`config.mk`:
```
export PLATFORM = sky130hd
export DESIGN_NAME = mem_port_arbiter
export DESIGN_NICKNAME = d
export VERILOG_FILES = /design/src/rtl/mem_port_arbiter.sv
export SDC_FILE = /design/constraint.sdc
export NUM_CORES = 1
export LEC_CHECK = 0
export CORE_MARGIN = 8
export CORE_UTILIZATION = 47
export DETAILED_ROUTE_END_ITERATION = 8
export PLACE_DENSITY_LB_ADDON = 0.05
export SYNTH_ARGS = -nofsm -noshare
export SYNTH_HDL_FRONTEND = slang
export SYNTH_SLANG_ARGS = --single-unit
```
`constraint.sdc`:
```
create_clock -name clk_i -period 3.3 [get_ports clk_i]
set_clock_uncertainty 0.15 [all_clocks]
set_input_delay 0.66 -clock clk_i [delete_from_list [all_inputs] [get_ports clk_i]]
set_output_delay 0.66 -clock clk_i [all_outputs]
set_load 0.01 [all_outputs]
```
`src/rtl/mem_port_arbiter.sv`:
```
// -----------------------------------------------------------------------------
// mem_port_arbiter
//   Shares one single-port backing memory between the instruction-fetch (IF)
//   port and the MEM-stage data (DM) port. Each access runs IDLE -> BUSY -> RESP:
//   the grant latches the owner and the memory command, BUSY waits for
//   mem_ack_i, and RESP pulses the owner's ack for one cycle. Contended
//   requests alternate round-robin. A watchdog ends a hung access after
//   TIMEOUT BUSY cycles with a zero data word and an err_o pulse.
//
// Ports
//   clk_i, rst_i (async, active-low)
//   if_req_i/if_addr_i -> if_ack_o/if_rdata_o           fetch port
//   dm_req_i/dm_we_i/dm_addr_i/dm_wdata_i
//                      -> dm_ack_o/dm_rdata_o           data port
//   mem_en_o/mem_we_o/mem_addr_o/mem_wdata_o
//                      <- mem_ack_i/mem_rdata_i         backing memory
//   stall_o  combinational: any requester still waiting for its ack
//   err_o    pulse alongside an ack that ended by timeout
// -----------------------------------------------------------------------------
module mem_port_arbiter #(
  parameter int ADDR_W  = 32,
  parameter int DATA_W  = 32,
  parameter int TIMEOUT = 255
) (
  input  logic              clk_i,
  input  logic              rst_i,
  input  logic              if_req_i,
  input  logic [ADDR_W-1:0] if_addr_i,
  output logic              if_ack_o,
  output logic [DATA_W-1:0] if_rdata_o,
  input  logic              dm_req_i,
  input  logic              dm_we_i,
  input  logic [ADDR_W-1:0] dm_addr_i,
  input  logic [DATA_W-1:0] dm_wdata_i,
  output logic              dm_ack_o,
  output logic [DATA_W-1:0] dm_rdata_o,
  output logic              mem_en_o,
  output logic              mem_we_o,
  output logic [ADDR_W-1:0] mem_addr_o,
  output logic [DATA_W-1:0] mem_wdata_o,
  input  logic              mem_ack_i,
  input  logic [DATA_W-1:0] mem_rdata_i,
  output logic              stall_o,
  output logic              err_o
);

  localparam int WDOG_W = (TIMEOUT > 1) ? $clog2(TIMEOUT + 1) : 1;
  localparam bit WDOG_EN = (TIMEOUT != 0);
  localparam logic [WDOG_W-1:0] WDOG_LAST = WDOG_W'(TIMEOUT - 1);

  typedef enum logic [1:0] {
    ST_IDLE = 2'd0,
    ST_BUSY = 2'd1,
    ST_RESP = 2'd2
  } state_t;

  state_t            r_state;
  logic              r_owner_dm;  // 1: current transaction belongs to DM
  logic              r_last_dm;   // 1: most recent grant went to DM
  logic [WDOG_W-1:0] r_wdog;

  logic w_any_req;
  logic w_grant_dm;
  logic w_timeout;

  assign w_any_req  = if_req_i | dm_req_i;
  // DM wins when alone, or on contention when IF was served last.
  assign w_grant_dm = dm_req_i & (~if_req_i | ~r_last_dm);
  assign w_timeout  = WDOG_EN && (r_wdog == WDOG_LAST);

  assign stall_o = (if_req_i & ~if_ack_o) | (dm_req_i & ~dm_ack_o);

  // Transaction sequencer: grant, memory command, watchdog and responses.
  always_ff @(posedge clk_i or negedge rst_i) begin
    if (!rst_i) begin
      r_state     <= ST_IDLE;
      r_owner_dm  <= 1'b0;
      r_last_dm   <= 1'b0;
      r_wdog      <= '0;
      if_ack_o    <= 1'b0;
      dm_ack_o    <= 1'b0;
      err_o       <= 1'b0;
      if_rdata_o  <= '0;
      dm_rdata_o  <= '0;
      mem_en_o    <= 1'b0;
      mem_we_o    <= 1'b0;
      mem_addr_o  <= '0;
      mem_wdata_o <= '0;
    end else begin
      // Response strobes are single-cycle; RESP is the only state that sees them high.
      if_ack_o <= 1'b0;
      dm_ack_o <= 1'b0;
      err_o    <= 1'b0;
      case (r_state)
        ST_IDLE: begin
          if (w_any_req) begin
            r_owner_dm  <= w_grant_dm;
            r_last_dm   <= w_grant_dm;
            r_wdog      <= '0;
            mem_en_o    <= 1'b1;
            mem_we_o    <= w_grant_dm & dm_we_i;
            mem_addr_o  <= w_grant_dm ? dm_addr_i : if_addr_i;
            mem_wdata_o <= w_grant_dm ? dm_wdata_i : {DATA_W{1'b0}};
            r_state     <= ST_BUSY;
          end else begin
            r_state <= ST_IDLE;
          end
        end
        ST_BUSY: begin
          r_wdog <= r_wdog + WDOG_W'(1);
          // An ack arriving on the last watchdog cycle still counts as a normal ack.
          if (mem_ack_i) begin
            if (r_owner_dm) begin
              if (!mem_we_o) begin
                dm_rdata_o <= mem_rdata_i;
              end else begin
                dm_rdata_o <= dm_rdata_o;
              end
              dm_ack_o <= 1'b1;
            end else begin
              if_rdata_o <= mem_rdata_i;
              if_ack_o   <= 1'b1;
            end
            mem_en_o <= 1'b0;
            mem_we_o <= 1'b0;
            r_state  <= ST_RESP;
          end else if (w_timeout) begin
            if (r_owner_dm) begin
              dm_rdata_o <= '0;
              dm_ack_o   <= 1'b1;
            end else begin
              if_rdata_o <= '0;
              if_ack_o   <= 1'b1;
            end
            err_o    <= 1'b1;
            mem_en_o <= 1'b0;
            mem_we_o <= 1'b0;
            r_state  <= ST_RESP;
          end else begin
            r_state <= ST_BUSY;
          end
        end
        ST_RESP: begin
          r_state <= ST_IDLE;
        end
        default: begin
          mem_en_o <= 1'b0;
          mem_we_o <= 1'b0;
          r_state  <= ST_IDLE;
        end
      endcase
    end
  end

endmodule

```
==> flow_summary.toml, run 1 <==
[floorplan]
rows = 43
fp.dieArea_um2 = 18100
start_util = 0.478
core_um2 = 13800
die_w_um = 134
ioPinCount = 268
die_h_um = 134

[clock_network]
cts_tree = "done"
cts_max_level = 4
cts.clk_slew.worst_paths_ps = 60
clock_latency_ps = 410
post-cts-setup-buffers = 0
clockBufferDepth = 2
clock-root-buffer = "clkbuf_16"
ctsHoldBuffers = 0
ctsResizeCount = 0
cts-buffers-inserted = 17
cts_sinks = 144

[timing]
rsz0062_at_grt = "false"
setup_viol = 0
final.setup.tns_ps = 0
hold_viol = 0
worst_pin_slew_ps = 1310
drv_slew = 0
relSlewSlack = 0.129
fmax_mhz = 346
fin_crit_sh = 0.877
period_minus_slack_ps = 2890

[finish]
n_antenna_cell = 0
area_delta_synth_final_pct = 51.1
layout.nets = 1054
drive_gt1_frac = 0.0537
post-route-util = 0.723
fillerInstances = 1052

[detailed_routing]
vias_per_cell = 5.56
firstDrtPassIters = 5
wirelength_um = 21200
drc = 0
vias = 6176
ant_nets = 0
wire_per_inst_um = 19.1
drt_iter0_markers = 540

[run_status]
status = "finished, final reports clean"

[job]
maxCapViolCount = 0

[critical_path]
critPathLaunchType = "input port"
reg2reg_setup_slack_ps = 1040
worstSetupEndpointType = "output port"
rr_endpoint = "if_rdata_o[23]"
required_ps = 2490
worstPathArrival_ps = 2080
crit_fanout = 3
r2r_cells = 3
critical_path_class = "input port to output port"
r2r-start = "r_state[1]"

[synthesis]
yosysUniqueCellTypes = 39
ys_async_sr_fraction = 1.00
yosys-top-cells-area = "dfrtp_1, o21ai_0, mux2i_1"
ys_seq_area_frac = 0.547
ys_ff_latch = 144
ys_warn_count = 0
syn_nets = 816
avgSynthCellArea_um2 = 9.69
yosysMostFrequentCell = "o21ai_0"
synth_top_area_cell = "dfrtp_1"
yosys-top-cells-count = "o21ai_0, dfrtp_1, inv_1"
synth_area_um2 = 6590
synthFlopType = "dfrtp_1"
yosysTopAreaCellShare = 0.547
synth-edff-count = 0
synthCells = 680

[power_and_ir_drop]
total_power_mw = 9.24
leakagePower_nw = 4.34
power.density_nw_per_um2 = 928
vdd_drop_max_uv = 480

[grt]
grt_pass1_vias = 6391
grt_pass1_wl_um = 33800
grt-ovfl-total = 0
grt_max_degree = 79
antenna_found_initial = 0
grt_usage = 0.234

[place]
portBuffers = 267
post-dp-hpwl_um = 14900
gp_congestion = 0.792

[min_path]
hp-class = "input port to asynchronous set/reset pin"
## worst max-delay path: stages
cell and delay, ps:
clkdlybuf4s50_1 600, inv_1 80, o22ai_1 170, clkdlybuf4s50_1 580
## metal layers
layer	GRT usage	vias to the layer above	wire length (um)
met4	0.0742	0	319
li1	-	2865	-
met5	0	-	0
met3	0.0965	24	2180
met2	0.380	268	10500
met1	0.274	3019	8270
## cell type report
class	count	area (um^2)	area share
Tap cell	180	225	0.0226
Inverter	72	270	0.0271
Clock inverter	9	105	0.0106
Sequential cell	144	3600	0.362
Multi-Input combinational cell	406	2470	0.248
Timing Repair Buffer	277	2790	0.280
Clock buffer	23	498	0.0500
## how the worst max path moves through the flow
stage,cells after the start,from,endpoint
6_report,4,if_req_i,stall_o
5_1_grt,4,if_req_i,stall_o
4_1_cts,4,if_req_i,stall_o
3_5_place_dp,4,if_req_i,stall_o
3_3_place_gp,4,if_req_i,stall_o
2_1_floorplan,6,mem_ack_i,if_rdata_o[1]
## state kept, by name, indices dropped and copies added (netlist names)
register,count
err_o,1
if_rdata_o,32
r_last_dm,1
dm_ack_o,1
if_ack_o,1
r_wdog,8
dm_rdata_o,32
mem_wdata_o,32
mem_we_o,1
r_state,2
mem_en_o,1
mem_addr_o,32
## layout by cell type, fill, tap and decap left out, types with 5 or more instances in the layout
cell               n
clkdlybuf4s50_1  266
clkbuf_16         17
o21ai_0          158
dfrtp_1          143
a22oi_1           32
nand2_1           40
mux2i_1           35
o21ai_1           37
nand3_1           34
clkbuf_8           5
buf_4              7
o211ai_1          31
inv_1             72
## stage by stage
stage	std cells	setup slack (ps)	cell area, um^2	hold slack, ps
after floorplan	680	1520	6590	214
after global placement	1079	386	9360	314
after detailed placement	1079	390	9360	330
after CTS	1111	391	9960	70.4
after global routing	1111	373	9960	87.5
final	1111	406	9960	50.8
## cell families after synthesis
| family | count (synthesis) | share of synthesized area |
|---|---|---|
| and+or+nand+nor | 93 | 0.0695 |
| muxes | 36 | 0.0549 |
| xor gates and xnor gates | 1 | 0.00133 |
| AOI/OAI and AO/OA | 274 | 0.239 |
| adders and majority gates | 2 | 0.00380 |
| buffers and inverters | 130 | 0.0847 |
| DFF | 144 | 0.547 |
## power breakdown
part           switching (mW)  internal, mW
sequential              0.567          2.56
clock                   0.727          1.21
combinational            2.05          2.12
total                    3.35          5.89
Note: power is estimated with default switching activity, not from simulation.
==> run 2, diff against run 1 <==
Settings changed: CORE_UTILIZATION 47 to 35.
==> flow_summary.toml, run 2 (synthesis gave the netlist of run 1 again) <==
[run_status]
status = "finished, final reports clean"

[clock_network]
cts_tree = "done"
cts_sinks = 144
clock_latency_ps = 410
post-cts-setup-buffers = 0
ctsResizeCount = 0
clock-root-buffer = "clkbuf_16"
cts.clk_slew.worst_paths_ps = 60
cts-buffers-inserted = 17
clockBufferDepth = 2
ctsHoldBuffers = 0
cts_max_level = 4

[critical_path]
crit_chain = "clkdlybuf4s50_1, inv_1, o22ai_1, clkdlybuf4s50_1"
crit_fanout = 3
required_ps = 2490
r2r_cells = 5
worstPathArrival_ps = 2110
cp_common_cell = "clkdlybuf4s50_1"
cp-startpoint = "if_req_i"
endpoint = "stall_o"
slowest_delay_ps = 620
reg2reg_setup_slack_ps = 1190
cp_slowest_cell = "clkdlybuf4s50_1"
r2r-start = "r_state[0]"
rr_endpoint = "if_rdata_o[7]"
critical_path_class = "input port to output port"
worstSetupEndpointType = "output port"
critPathLaunchType = "input port"

[grt]
grt_pass1_wl_um = 35400
top_usage_layer = "met2"
grt-ovfl-total = 0
antenna_found_initial = 0
grt_use_met2 = 0.303
grt_pass1_vias = 6414
grt_max_degree = 74
gr-usage-met3 = 0.0829
grt_usage = 0.187
grtUsageMet1 = 0.223

[finish]
layout.nets = 1057
final_cells = 1168
final_cell_mix = "clkdlybuf4s50_1, o21ai_0, dfrtp_1"
drive_gt1_frac = 0.0546
fillerInstances = 1634
n_antenna_cell = 0
area_delta_synth_final_pct = 52.9
final_common_cell = "clkdlybuf4s50_1"

[timing]
setup_viol = 0
fmax_mhz = 343
worst_pin_slew_ps = 731
relSlewSlack = 0.513
period_minus_slack_ps = 2920
drv_slew = 0
fin_crit_sh = 0.885
rsz0062_at_grt = "false"
final.setup.tns_ps = 0
hold_viol = 0

[floorplan]
fp.dieArea_um2 = 23500
rows = 50
ioPinCount = 268
start_util = 0.355
die_h_um = 153
core_um2 = 18600
die_w_um = 153

[min_path]
hp-class = "input port to asynchronous set/reset pin"

[detailed_routing]
vias_per_cell = 5.16
drt_iter0_markers = 274
vias = 6024
ant_nets = 0
firstDrtPassIters = 4
drc = 0
wire_per_inst_um = 18.8
wirelength_um = 22000

[job]
maxCapViolCount = 0

[place]
post-dp-hpwl_um = 15400
portBuffers = 267
dp.cells = 1136
gp_congestion = 0.779

[power_and_ir_drop]
vdd_drop_max_uv = 431
power.density_nw_per_um2 = 926
leakagePower_nw = 4.36
run 2: cell count changes in the layout (fill, tap and decap cells not counted), moves of 2 or more:
cell,delta
bufinv_16,+2
buf_4,+2
inv_6,+3
clkbuf_8,-5
clkinv_2,-2
clkbuf_1,+2
run 2: worst min-delay path by stage:
stage | end | slack, ps | cells past startpoint
floorplan | dm_ack_o | 210 | 0
global placement | r_wdog[7] | 320 | 1
detailed placement | r_wdog[7] | 320 | 1
CTS | if_rdata_o[10] | 70 | 1
global route | if_rdata_o[10] | 80 | 1
finish | if_rdata_o[10] | 50 | 1
run 2: metal layers:
metal,share of wire,vias up
li1,-,2865
met1,0.41,2942
met2,0.49,202
met3,0.090,15
met4,0.0099,0
met5,0,-
run 2: final cells by class:
cell class | count | area, um^2 | area share
Clock inverter | 12 | 183 | 0.0181
Timing Repair Buffer | 280 | 2820 | 0.280
Clock buffer | 20 | 437 | 0.0433
Multi-Input combinational cell | 406 | 2470 | 0.245
Tap cell | 234 | 293 | 0.0291
Inverter | 72 | 270 | 0.0268
Sequential cell | 144 | 3600 | 0.358
run 2: report_power, final:
part	internal, mW	switching (mW)
Clock	1.27	0.765
Combinational	2.13	2.04
Sequential	2.56	0.565
run 2: per-stage QoR:
step	hold slack (ps)	power (mW)	util	setup WS (ps)	instance area [um^2]
4_1_cts	67.3	9.47	0.542	351	10100
5_1_grt	79.9	10.0	0.542	312	10100
2_1_floorplan	214	5.04	-	1520	6590
3_5_place_dp	318	7.38	0.509	349	9460
3_3_place_gp	321	7.26	0.509	367	9460
6_report	49.7	9.34	0.542	381	10100
run 2: worst max-delay path, delay by kind of cell:
family / cells / cell delay [ps]
buffers and inverters: 3 / 1280
AOI/OAI and AO/OA: 1 / 160
